File: src/rtl/nano_dbg_pkg.sv
`default_nettype none
// ----------------------------------------------------------------------------
// nano_dbg_pkg : command codes and FSM state encoding for the debug SPI port
// Rev 1.0
// ----------------------------------------------------------------------------
package nano_dbg_pkg;

    localparam logic [7:0] c_cmd_write = 8'h01;
    localparam logic [7:0] c_cmd_read  = 8'h02;
    localparam logic [7:0] c_cmd_halt  = 8'h03;
    localparam logic [7:0] c_cmd_run   = 8'h04;

    typedef enum logic [2:0] {
        ST_IDLE    = 3'd0,
        ST_CMD     = 3'd1,
        ST_ADDR_HI = 3'd2,
        ST_ADDR_LO = 3'd3,
        ST_WDATA   = 3'd4,
        ST_RDATA   = 3'd5,
        ST_IGNORE  = 3'd6
    } dbg_state_e;

endpackage
`default_nettype wire

File: src/rtl/nano_dbg_sync.sv
`default_nettype none
// ----------------------------------------------------------------------------
// nano_dbg_sync : multi-flop synchronizer with rise/fall detection
// Rev 1.0
// ----------------------------------------------------------------------------
module nano_dbg_sync #(
    parameter int   STAGES  = 2,
    parameter logic RST_VAL = 1'b0
) (
    input  logic i_clk,
    input  logic i_rst_n,
    input  logic i_async,
    output logic o_sync,
    output logic o_rise,
    output logic o_fall
);

    logic [STAGES-1:0] sync_q;
    logic              prev_q;

    // Flops preload the idle level so reset release never looks like an edge.
    always_ff @(posedge i_clk or negedge i_rst_n) begin
        if (!i_rst_n) begin
            sync_q <= {STAGES{RST_VAL}};
            prev_q <= RST_VAL;
        end else begin
            sync_q <= {sync_q[STAGES-2:0], i_async};
            prev_q <= sync_q[STAGES-1];
        end
    end

    assign o_sync = sync_q[STAGES-1];
    assign o_rise = sync_q[STAGES-1] & ~prev_q;
    assign o_fall = ~sync_q[STAGES-1] & prev_q;

endmodule
`default_nettype wire

File: src/rtl/nano_dbg_spi_ctrl.sv
`default_nettype none
// ----------------------------------------------------------------------------
// nano_dbg_spi_ctrl : SPI-slave debug port giving memory access and core halt
// Rev 1.0
// ----------------------------------------------------------------------------
module nano_dbg_spi_ctrl
    import nano_dbg_pkg::*;
#(
    parameter int ADDR_W      = 10,
    parameter int SYNC_STAGES = 2
) (
    input  logic              i_nano_clk,
    input  logic              i_nano_rst_n,
    input  logic              i_dbg_spi_en_n,
    input  logic              i_dbg_spi_sclk,
    input  logic              i_dbg_spi_mosi,
    output logic              o_dbg_spi_miso,
    output logic [ADDR_W-1:0] o_mem_addr,
    output logic [7:0]        o_mem_wdata,
    output logic              o_mem_we,
    output logic              o_mem_re,
    input  logic [7:0]        i_mem_rdata,
    output logic              o_core_halt
);

    logic w_en_lvl, w_en_rise, w_en_fall;
    logic w_sclk_lvl, w_sclk_rise, w_sclk_fall;
    logic w_mosi, w_mosi_rise, w_mosi_fall;

    nano_dbg_sync #(.STAGES(SYNC_STAGES), .RST_VAL(1'b1)) u_sync_en (
        .i_clk(i_nano_clk), .i_rst_n(i_nano_rst_n), .i_async(i_dbg_spi_en_n),
        .o_sync(w_en_lvl), .o_rise(w_en_rise), .o_fall(w_en_fall)
    );

    nano_dbg_sync #(.STAGES(SYNC_STAGES), .RST_VAL(1'b0)) u_sync_sclk (
        .i_clk(i_nano_clk), .i_rst_n(i_nano_rst_n), .i_async(i_dbg_spi_sclk),
        .o_sync(w_sclk_lvl), .o_rise(w_sclk_rise), .o_fall(w_sclk_fall)
    );

    nano_dbg_sync #(.STAGES(SYNC_STAGES), .RST_VAL(1'b0)) u_sync_mosi (
        .i_clk(i_nano_clk), .i_rst_n(i_nano_rst_n), .i_async(i_dbg_spi_mosi),
        .o_sync(w_mosi), .o_rise(w_mosi_rise), .o_fall(w_mosi_fall)
    );

    dbg_state_e        state_q;
    logic [2:0]        bit_cnt_q;
    logic [6:0]        shift_q;
    logic [7:0]        addr_hi_q;
    logic              wr_cmd_q;
    logic [ADDR_W-1:0] addr_q;
    logic [7:0]        wdata_q;
    logic              we_q;
    logic              re_q;
    logic              halt_q;
    logic [7:0]        tx_q;
    logic              miso_q;
    logic              rd_pend_q;
    logic              ld_q;

    logic [7:0]  w_byte;
    logic [15:0] w_addr16;
    logic        w_last;

    assign w_byte   = {shift_q, w_mosi};
    assign w_addr16 = {addr_hi_q, w_byte};
    assign w_last   = (bit_cnt_q == 3'd7);

    always_ff @(posedge i_nano_clk or negedge i_nano_rst_n) begin
        if (!i_nano_rst_n) begin
            state_q   <= ST_IDLE;
            bit_cnt_q <= '0;
            shift_q   <= '0;
            addr_hi_q <= '0;
            wr_cmd_q  <= 1'b0;
            addr_q    <= '0;
            wdata_q   <= '0;
            we_q      <= 1'b0;
            re_q      <= 1'b0;
            halt_q    <= 1'b0;
            tx_q      <= '0;
            miso_q    <= 1'b0;
            rd_pend_q <= 1'b0;
            ld_q      <= 1'b0;
        end else begin
            we_q      <= 1'b0;
            re_q      <= 1'b0;
            rd_pend_q <= 1'b0;
            // Read data arrives one cycle after the strobe, so load a cycle later still.
            ld_q      <= rd_pend_q;
            if (we_q || re_q) begin
                addr_q <= addr_q + ADDR_W'(1);
            end

            if (w_en_rise) begin
                state_q   <= ST_IDLE;
                bit_cnt_q <= '0;
                ld_q      <= 1'b0;
                tx_q      <= '0;
                miso_q    <= 1'b0;
            end else begin
                case (state_q)
                    ST_IDLE: begin
                        if (w_en_fall) begin
                            state_q   <= ST_CMD;
                            bit_cnt_q <= '0;
                            shift_q   <= '0;
                        end
                    end
                    ST_RDATA: begin
                        if (w_sclk_fall) begin
                            miso_q <= tx_q[7];
                            tx_q   <= {tx_q[6:0], 1'b0};
                        end
                        if (ld_q) begin
                            tx_q <= halt_q ? i_mem_rdata : 8'h00;
                        end
                        if (w_sclk_rise) begin
                            bit_cnt_q <= bit_cnt_q + 3'd1;
                            if (w_last) begin
                                re_q      <= halt_q;
                                rd_pend_q <= 1'b1;
                            end
                        end
                    end
                    default: begin
                        if (w_sclk_rise) begin
                            shift_q   <= w_byte[6:0];
                            bit_cnt_q <= bit_cnt_q + 3'd1;
                            if (w_last) begin
                                case (state_q)
                                    ST_CMD: begin
                                        if (w_byte == c_cmd_write || w_byte == c_cmd_read) begin
                                            wr_cmd_q <= (w_byte == c_cmd_write);
                                            state_q  <= ST_ADDR_HI;
                                        end else begin
                                            if (w_byte == c_cmd_halt) begin
                                                halt_q <= 1'b1;
                                            end else if (w_byte == c_cmd_run) begin
                                                halt_q <= 1'b0;
                                            end
                                            state_q <= ST_IGNORE;
                                        end
                                    end
                                    ST_ADDR_HI: begin
                                        addr_hi_q <= w_byte;
                                        state_q   <= ST_ADDR_LO;
                                    end
                                    ST_ADDR_LO: begin
                                        addr_q <= w_addr16[ADDR_W-1:0];
                                        if (wr_cmd_q) begin
                                            state_q <= ST_WDATA;
                                        end else begin
                                            state_q   <= ST_RDATA;
                                            re_q      <= halt_q;
                                            rd_pend_q <= 1'b1;
                                        end
                                    end
                                    ST_WDATA: begin
                                        wdata_q <= w_byte;
                                        we_q    <= halt_q;
                                    end
                                    default: begin
                                    end
                                endcase
                            end
                        end
                    end
                endcase
            end
        end
    end

    assign o_dbg_spi_miso = miso_q;
    assign o_mem_addr     = addr_q;
    assign o_mem_wdata    = wdata_q;
    assign o_mem_we       = we_q;
    assign o_mem_re       = re_q;
    assign o_core_halt    = halt_q;

    logic unused_sync;
    assign unused_sync = ^{w_en_lvl, w_sclk_lvl, w_mosi_rise, w_mosi_fall, w_addr16};

endmodule
`default_nettype wire

File: config.mk
export PLATFORM = sky130hd
export DESIGN_NAME = nano_dbg_spi_ctrl
export DESIGN_NICKNAME = d
export VERILOG_FILES = /design/src/rtl/nano_dbg_pkg.sv /design/src/rtl/nano_dbg_sync.sv /design/src/rtl/nano_dbg_spi_ctrl.sv
export SDC_FILE = /design/constraint.sdc
export NUM_CORES = 1
export LEC_CHECK = 0
export BUFFER_PORTS_ARGS = -buffer_cell sky130_fd_sc_hd__buf_4
export CAP_MARGIN = 20
export CORE_UTILIZATION = 40
export DETAILED_ROUTE_END_ITERATION = 8
export PLACE_DENSITY = 0.6
export SLEW_MARGIN = 20
export SYNTH_ARGS = -nofsm -noshare
export SYNTH_HDL_FRONTEND = slang
export SYNTH_SLANG_ARGS = --single-unit
File: constraint.sdc
create_clock -name i_nano_clk -period 3.1 [get_ports i_nano_clk]
set_clock_uncertainty 0.1 [all_clocks]
set_input_delay 0.155 -clock i_nano_clk [delete_from_list [all_inputs] [get_ports i_nano_clk]]
set_output_delay 0.155 -clock i_nano_clk [all_outputs]
set_load 0.01 [all_outputs]
# After elaboration in Yosys (flattened, before gate mapping)
# Index checks and enable logic that the tools add are counted.
[word_totals] register_bits=56 latch_bits=0 mem_bits_rw=0 mem_bits_ro=0 inputBits=13 output_inout_bits=22 elab_cells=120 memories=0
[op_classes] add_sub_neg=2 n_mul=0 div_mod_pow=0 order_cmp=0 n_eq_ne=13 shift=0 muxes=53 bitwise_logic=12 n_reduce_logical=21
[op_table] op="$mux 10" n=6
[op_table] op="$mux 8" n=5
[op_table] op="$mux 3" n=9
[op_table] op="$mux 1" n=26
[op_table] op="$eq 8x2->1 const B" n=2
[op_table] op="$reduce_and 5->1" n=3
[op_table] op="$mux 7" n=2
[op_table] op="$pmux 7 s2" n=1
[op_table] op="$add 10x1->10 const B" n=1
[op_table] op="$eq 3x3->1 const B" n=3
[op_table] op="$pmux 3 s3" n=1
[op_table] op="$reduce_bool 3->1" n=3
[op_table] op="$eq 8x1->1 const B" n=1
[op_table] op="$eq 8x3->1 const B" n=1
[op_table] op="$not 1->1" n=8
[op_table] op="$reduce_bool 2->1" n=4
[op_table] op="$reduce_and 7->1" n=1
[op_table] op="$eq 3x2->1 const B" n=2
[op_table] op="$pmux 3 s2" n=1
[op_table] op="$reduce_and 2->1" n=3
[op_table] op="$reduce_and 6->1" n=1
[op_table] op="$reduce_bool 5->1" n=1
[op_table] op="$and 1x1->1" n=4
[op_table] op="$ne 2x1->1 const B" n=2
[op_table] op="8 further kinds" n=10

# Logic depth before layout (Yosys ltp)
# Gate-level depths: netlist of the first run.
[depth] depth_word=8 depth_mapped=7 depth_no_buf=6

# By module
# A second synthesis of the first run with hierarchy kept.
[hier_totals] hier_cells=233 area_unflattened_um2=2536.2
[modules_own_cells] module="nano_dbg_spi_ctrl" n_inst=1 cells_each=218 area_per_inst_um2=2262.2 seq_area_each_um2=1201.2
[modules_own_cells] module="nano_dbg_sync at u_sync_mosi ..." n_inst=2 cells_each=5 area_per_inst_um2=90.1 seq_area_each_um2=75.1
[modules_own_cells] module="nano_dbg_sync at u_sync_en" n_inst=1 cells_each=5 area_per_inst_um2=93.8 seq_area_each_um2=78.8

# Least setup slack after synthesis of the first run
# No wires, ideal clock.
[synth_path] kind="flip-flop to flip-flop" startpoint="register bit_cnt_q[0]" endpoint="register halt_q (netlist: o_core_halt)" setup_time_ps=127 arrival_ps=1769 required_ps=2873 setup_slack_ps=1105 stages_incl_launch_ff=7 path_buffers=0 synth_period_minus_slack_ps=1995 cell_sequence="dfrtp_1 -> ha_1 -> ha_1 -> nand4b_2 -> or4_4 -> o41ai_2 -> o2bb2a_1"
[synth_between] elab_chain_cells=2
[synth_rtl] item="from (decl)" line="nano_dbg_spi_ctrl.sv:46" rtl="logic [2:0] bit_cnt_q;"
[synth_rtl] item="from (signal assigned)" line="nano_dbg_spi_ctrl.sv:118" rtl="bit_cnt_q <= bit_cnt_q + 3'd1;"
[synth_rtl] item="from (signal assigned)" line="nano_dbg_spi_ctrl.sv:128" rtl="bit_cnt_q <= bit_cnt_q + 3'd1;"
[synth_rtl] item="$eq 3x3->1" line="nano_dbg_spi_ctrl.sv:66" rtl="assign w_last = (bit_cnt_q == 3'd7);"
[synth_rtl] item="$reduce_and 7->1 (no source line)"
[synth_rtl] item="to (signal assigned)" line="nano_dbg_spi_ctrl.sv:79" rtl="halt_q <= 1'b0;"
[synth_rtl] item="to (signal assigned)" line="nano_dbg_spi_ctrl.sv:137" rtl="halt_q <= 1'b1;"
[synth_rtl] item="to (signal assigned)" line="nano_dbg_spi_ctrl.sv:139" rtl="halt_q <= 1'b0;"
[synth_rtl] item="to (decl)" line="nano_dbg_spi_ctrl.sv:54" rtl="logic halt_q;"
# Every way passes these cells.
# A chain may end at the register's enable or synchronous reset.

# Worst setup path after layout of the first run
[layout_path] startpoint="register bit_cnt_q[0]" endpoint="register wdata_q[7] (netlist: o_mem_wdata[7])"
[layout_between] elab_chain_cells=2
[layout_rtl] item="$eq 3x3->1" line="nano_dbg_spi_ctrl.sv:66"
[layout_rtl] item="$reduce_and 5->1 (no source line)"
[layout_rtl] item="to (signal assigned)" line="nano_dbg_spi_ctrl.sv:159" rtl="wdata_q <= w_byte;"
[layout_rtl] item="to (decl)" line="nano_dbg_spi_ctrl.sv:51" rtl="logic [7:0] wdata_q;"
# Every way passes these cells.

==> reports/qor.yml, run 1 <==
violations: "design-rule violations"
p_leak_nw: 1.50
overflow: 0
met1Wirelength_um: 2460
critical_path_arrival_ns: 2.31
grt_pass1_wl_um: 8350
clockBufferDepth: 2
r2r_slack_ns: 0.89
boundaryPins: 35
hold_class: "in -> reg"
final_cell_area_sq_mm: 0.00313
routedWlPerCell_um: 14.2
cts.sinks: 56
top_layer_used: "met4"
postSynthAreaPerCell_sq_um: 11.3
cpMaxStageDelayCell: "or4_1"
ant_nets: 0
switching_share_pct: 23.4
nets: 291
tns_ns: 0
start_kind: "register"
syn-num-nets: 255
vias_per_cell: 5.15
vias: 1812
slew_viol_final: 0
power.internal_w: 0.000988
slew_headroom_pct: 53.9
critPathBufInv: 0
seq_power_share_pct: 60.0
synthArstFlopShare_pct: 100
antenna_found_initial: 0
crit_top_cell: "ha_1"
finalCritPeriodShare_pct: 71.3
postRouteWirelength_um: 4990
drive_above_1_share_pct: 26.2
status: "finished, violations left"
yosysWarningCount: 0
grt_max_degree: 57
cp-end-kind: "register"
route.met3.wl_um: 173
most-common-layout-cells: "dfrtp_1 (53), buf_4 (35), nand2_1 (22), nor2_1 (22)"
syn_area_sq_mm: 0.00269
grt_pass1_vias: 1760
clock.fmax_ghz: 0.452
dieArea_sq_mm: 0.00705
drv_cap: 0
rows: 29
critPathMaxFanout: 9
numCtsBuffers: 5
clk_pin_slew_ns: 0.09
cp_top_family: "simple AND/OR/NAND/NOR gates"
die_h_um: 84.0
place.gp.congestion: 0.781
setup_viol: 0
ctsRootBufferMaster: "clkbuf_8"
synth-main-ff-cell: "dfrtp_1"
clock_latency_ns: 0.30
clkPwrFrac_pct: 32.8
slowest_delay_ns: 0.77
synth_edf_count: 0
post-cts-setup-buffer-count: 0
start_util_pct: 41.9
rsz0062_at_grt: "no"
period_minus_slack_ns: 2.21
final_common_cell: "dfrtp_1"
critPathRequiredTime_ns: 3.20
hpwl_um: 3390
ys_types: 46
areaGrowthSynthToFinish_pct: 16.2
power_frac_comb_pct: 7.2
wl_met2_um: 2300
h-tree-depth: 2
grt_usage_pct: 15.0
drt-initial-drc-count: 96
cts_tree: "done"
crit_type: "reg -> reg"
drc: 8
ys_ff_latch: 56
powerDensity_mw_per_mm2: 413
path_cells: "ha_1 -> ha_1 -> nand2_1 -> or4_1 -> mux2_4"
switchingPower_w: 0.000302
post_dp_cell_area_sq_mm: 0.00299
hold_viol: 0
firstDrtPassIters: 6
port_buffers: 34
vdd_ir_drop_max_mv: 0.215
tightestPinTransition_ns: 0.692
ys_seq_area_share_pct: 52.3
die_x_um: 84.0
antenna_cells: 0
core_sq_mm: 0.00642
synthCells: 239
## sequential cells by signal (all words and copies together), names as in the netlist
register            cells
u_sync_sclk.sync_q      2
u_sync_mosi.sync_q      2
rd_pend_q               1
u_sync_en.sync_q        2
addr_hi_q               2
u_sync_en.prev_q        1
ld_q                    1
state_q                 3
o_mem_addr             10
u_sync_sclk.prev_q      1
o_mem_we                1
tx_q                    8
shift_q                 7
o_dbg_spi_miso          1
o_mem_re                1
o_core_halt             1
wr_cmd_q                1
bit_cnt_q               3
o_mem_wdata             8
## synthesized netlist by cell type (all sizes together), types with 2 or more instances
library cell / n / area, sq um
nor4: 3 / 18.8
and3: 2 / 12.5
nor3: 4 / 20.0
nand2: 22 / 82.6
o2111ai: 3 / 26.3
dfstp: 3 / 78.8
xnor2: 10 / 87.6
nor2: 22 / 82.6
dfrtp: 53 / 1330
mux2: 19 / 244
clkbuf: 3 / 11.3
and2: 3 / 18.8
nor2b: 10 / 70.1
nand2b: 2 / 12.5
o21ai: 11 / 58.8
xor2: 2 / 17.5
inv: 12 / 45.0
mux2i: 11 / 110
o41ai: 3 / 33.8
nor4b: 2 / 38.8
or4: 2 / 18.8
buf: 7 / 47.5
a21oi: 13 / 76.3
ha: 3 / 37.5
## final cells by class
class                      instances  area (sq um)
fill                             603          3300
sequential                        56          1410
multi-input combinational        161          1180
timing repair buffer              39           303
clock buffer                       7          96.3
tap                               77          96.3
inverter                          12          45.0
## routing by layer
layer  up-vias  track usage [%]
met2        35             25.3
li1        891                -
met1       882             19.2
met3         4             3.07
met4         0             4.86
met5         -                0
## final timing paths
path	startpoint	to	cells past startpoint
min reg2reg	u_sync_sclk.sync_q[0]	u_sync_sclk.sync_q[1]	0
min in group asynchronous	i_nano_rst_n	shift_q[6]	2
min	i_mem_rdata[0]	tx_q[0]	3
max reg2reg	bit_cnt_q[0]	o_mem_wdata[7]	5
max in group asynchronous	i_nano_rst_n	u_sync_sclk.prev_q	2
max	bit_cnt_q[0]	o_mem_wdata[7]	5
## tightest hold or removal path: stages
cell and delay, ns:
buf_4 0.07, and3_1 0.12, mux2_2 0.13
## power groups by stage
stage	Combinational, W	Sequential (W)	Clock (W)
after floorplan	0.0000608	0.000777	0
after global placement	0.0000906	0.000788	0
after detailed placement	0.0000911	0.000789	0
after CTS	0.0000960	0.000774	0.000443
after global routing	0.000105	0.000778	0.000467
final	0.0000929	0.000774	0.000422
## metrics by stage
stage | setup slack [ns] | instances | hold slack [ns] | total power, W | util, %
2_1_floorplan | 1.10 | 239 | -0.241 | 0.000838 | -
3_3_place_gp | 0.925 | 341 | 0.156 | 0.000878 | 46.5
3_5_place_dp | 0.879 | 341 | 0.156 | 0.000880 | 46.5
4_1_cts | 0.863 | 352 | 0.0932 | 0.00131 | 48.7
5_1_grt | 0.763 | 352 | 0.111 | 0.00135 | 48.7
6_report | 0.889 | 352 | 0.110 | 0.00129 | 48.7
## cells by family (layout without fill, tap and decap cells)
kind of cell	after synthesis	count (layout)	synth area share, %
fa+ha+maj	3	3	1.40
mux	30	30	13.2
compound gates	35	35	8.75
flops	56	56	52.3
simple gates	81	81	16.7
xor+xnor	12	12	3.91
buf+inv	22	58	3.86
## what timing repair did
action / in CTS / in global routing
gates resized for setup: 0 / 0
endpoints found under the setup margin: 0 / 0
hold endpoints to repair: 56 / 0
hold buffers: 4 / 0
Power figures use the tool's default switching activity.
==> inputs of run 2 (changes only) <==
--- a/config.mk
+++ b/config.mk
@@ -9,7 +9,7 @@
 export CAP_MARGIN = 20
 export CORE_UTILIZATION = 40
 export DETAILED_ROUTE_END_ITERATION = 8
-export PLACE_DENSITY = 0.6
+export PLACE_DENSITY = 0.62
 export SLEW_MARGIN = 20
 export SYNTH_ARGS = -nofsm -noshare
 export SYNTH_HDL_FRONTEND = slang
==> constraint.sdc (replaced) <==
create_clock -name i_nano_clk -period 1.9 [get_ports i_nano_clk]
set_clock_uncertainty 0.1 [all_clocks]
set_input_delay 0.095 -clock i_nano_clk [delete_from_list [all_inputs] [get_ports i_nano_clk]]
set_output_delay 0.095 -clock i_nano_clk [all_outputs]
set_load 0.01 [all_outputs]
==> run 2 against run 1 <==
  * The flow finishes with violations (design-rule violations, negative setup slack)
  * Critical path depth rose by 1
  * Worst hold slack got worse by 0.059 ns
  * Fmax rose by 15%
  * Routed wire length rose by 6.0%
  * Combinational power rose by 110%
  * Register-to-register slack got worse by 0.91 ns
  * Critical path type unchanged
  * Largest cell class unchanged
  * Largest power group unchanged
  * Highest routed layer unchanged
==> reports/qor.yml, run 2 (same netlist as run 1, synthesis figures left out) <==
status: "finished, violations left"  # unchanged
violations: "design-rule violations, negative setup slack"  # was design-rule violations
start_kind: "register"  # unchanged
grt_pass1_wl_um: 9080  # was 8350 um
place.gp.congestion: 0.787  # was 0.781
fillers: 603  # unchanged
period_minus_slack_ns: 1.92  # was 2.21 ns
power_w: 0.00214  # was 0.00129 W
hold_ws_ns: 0.0509  # was 0.110 ns
start_util_pct: 41.9  # unchanged
clock_latency_ns: 0.31  # was 0.30 ns
overflow: 0  # unchanged
critPathMaxFanout: 3  # was 9
postRouteWirelength_um: 5290  # was 4990 um
met1Wirelength_um: 2340  # was 2460 um
routedWlPerCell_um: 14.0  # was 14.2 um
die_h_um: 84.0  # unchanged
most-common-layout-cells: "buf_4 (57), dfrtp_1 (53), nand2_1 (22), nor2_1 (21)"  # was dfrtp_1 (53), buf_4 (35), nand2_1 (22), nor2_1 (22)
nets: 316  # was 291
core_sq_mm: 0.00642  # unchanged
clockBufferDepth: 2  # unchanged
vias_per_cell: 5.10  # was 5.15
rows: 29  # unchanged
drive_above_1_share_pct: 33.9  # was 26.2%
firstDrtPassIters: 8  # was 6
top_layer_used: "met4"  # unchanged
clock.fmax_ghz: 0.521  # was 0.452 GHz
die_x_um: 84.0  # unchanged
fin_util_pct: 52.5  # was 48.7%
antenna_found_initial: 0  # unchanged
slew_headroom_pct: 52.9  # was 53.9%
ant_nets: 0  # unchanged
critPathRequiredTime_ns: 2.06  # was 3.20 ns
hold_class: "in -> reg"  # unchanged
cts_tree: "done"  # unchanged
h-tree-depth: 2  # unchanged
wl_met2_um: 2710  # was 2300 um
critical_path_arrival_ns: 2.08  # was 2.31 ns
hpwl_um: 3790  # was 3390 um
grt_usage_pct: 16.2  # was 15.0%
tightestPinTransition_ns: 0.706  # was 0.692 ns
vias: 1928  # was 1812
slew_viol_final: 0  # unchanged
p_leak_nw: 1.63  # was 1.50 nW
drv_cap: 0  # unchanged
setup_slack_ns: -0.0191  # was 0.889 ns
boundaryPins: 35  # unchanged
ctsRootBufferMaster: "clkbuf_8"  # unchanged
numCtsBuffers: 5  # unchanged
drc: 8  # unchanged
clk_pin_slew_ns: 0.10  # was 0.09 ns
finalCritPeriodShare_pct: 101  # was 71.3%
dieArea_sq_mm: 0.00705  # unchanged
cp-end-kind: "register"  # unchanged
areaGrowthSynthToFinish_pct: 25.4  # was 16.2%
vdd_ir_drop_max_mv: 0.470  # was 0.215 mV
antenna_cells: 0  # unchanged
final_common_cell: "buf_4"  # was dfrtp_1
cts.sinks: 56  # unchanged
hold_viol: 0  # unchanged
largest_reg_flops: 10  # unchanged
crit_type: "reg -> reg"  # unchanged
grt_pass1_vias: 1939  # was 1760
setup_viol: 9  # was 0
powerDensity_mw_per_mm2: 635  # was 413 mW/mm^2
grt_max_degree: 57  # unchanged
route.met3.wl_um: 222  # was 173 um
port_buffers: 34  # unchanged
drt-initial-drc-count: 97  # was 96
pre_cts_slack_ns: -0.0936  # was 0.879 ns
rsz0062_at_grt: "yes"  # was no
run 2: power by group:
group          switching (W)  leakage [nW]  internal, W
logic               0.000101         0.827    0.0000923
registers          0.0000381         0.757      0.00122
clock network       0.000393        0.0434     0.000296
run 2: worst max-delay path, cell delays in order (launching register included):
cell      delay (ns)
dfrtp_1         0.37
ha_2            0.19
ha_4            0.15
nand4b_4        0.10
or4_4           0.46
nor4b_4         0.29
o2bb2a_2        0.22
run 2: routing by layer:
metal | track usage (%) | up-vias
met5 | 0 | -
met4 | 2.98 | 0
met3 | 4.75 | 2
met2 | 28.4 | 37
met1 | 20.0 | 946
li1 | - | 943
run 2: final timing paths:
path | startpoint | to | slack [ns] | depth (start not counted)
max | bit_cnt_q[1] | o_core_halt | -0.02 | 6
min | i_mem_rdata[2] | tx_q[2] | 0.05 | 4
max reg2reg | bit_cnt_q[1] | o_core_halt | -0.02 | 6
min reg2reg | u_sync_mosi.sync_q[0] | u_sync_mosi.sync_q[1] | 0.25 | 0
max in group asynchronous | i_nano_rst_n | ld_q | 0.96 | 2
min in group asynchronous | i_nano_rst_n | o_mem_wdata[5] | 0.26 | 2
run 2: through the flow:
stage               std cells  area [sq um]  setup TNS (ns)
floorplan                 239          2710         -0.0460
global placement          364          3200          -0.211
detailed placement        364          3200          -0.582
CTS                       378          3360          -0.315
global route              378          3370           -1.21
finish                    378          3370          -0.147
run 2: layout make-up:
cell class / count / area (sq um) / share of cell area (%)
flip-flops and latches: 56 / 1410 / 41.7
clock inverters: 2 / 15.0 / 0.445
multi-input cells: 161 / 1220 / 36.1
well taps: 77 / 96.3 / 2.86
clock buffers: 6 / 82.6 / 2.45
repair buffers: 64 / 510 / 15.1
inverters: 12 / 45.0 / 1.34
run 2: timing repair:
action / in CTS / in global routing
resized for setup: 2 / 3
endpoints found under the hold margin: 56 / 0
buffers inserted: 2 / 0
pin swaps: 2 / 1
hold buffers: 4 / 0
endpoints found under the setup margin: 11 / 20
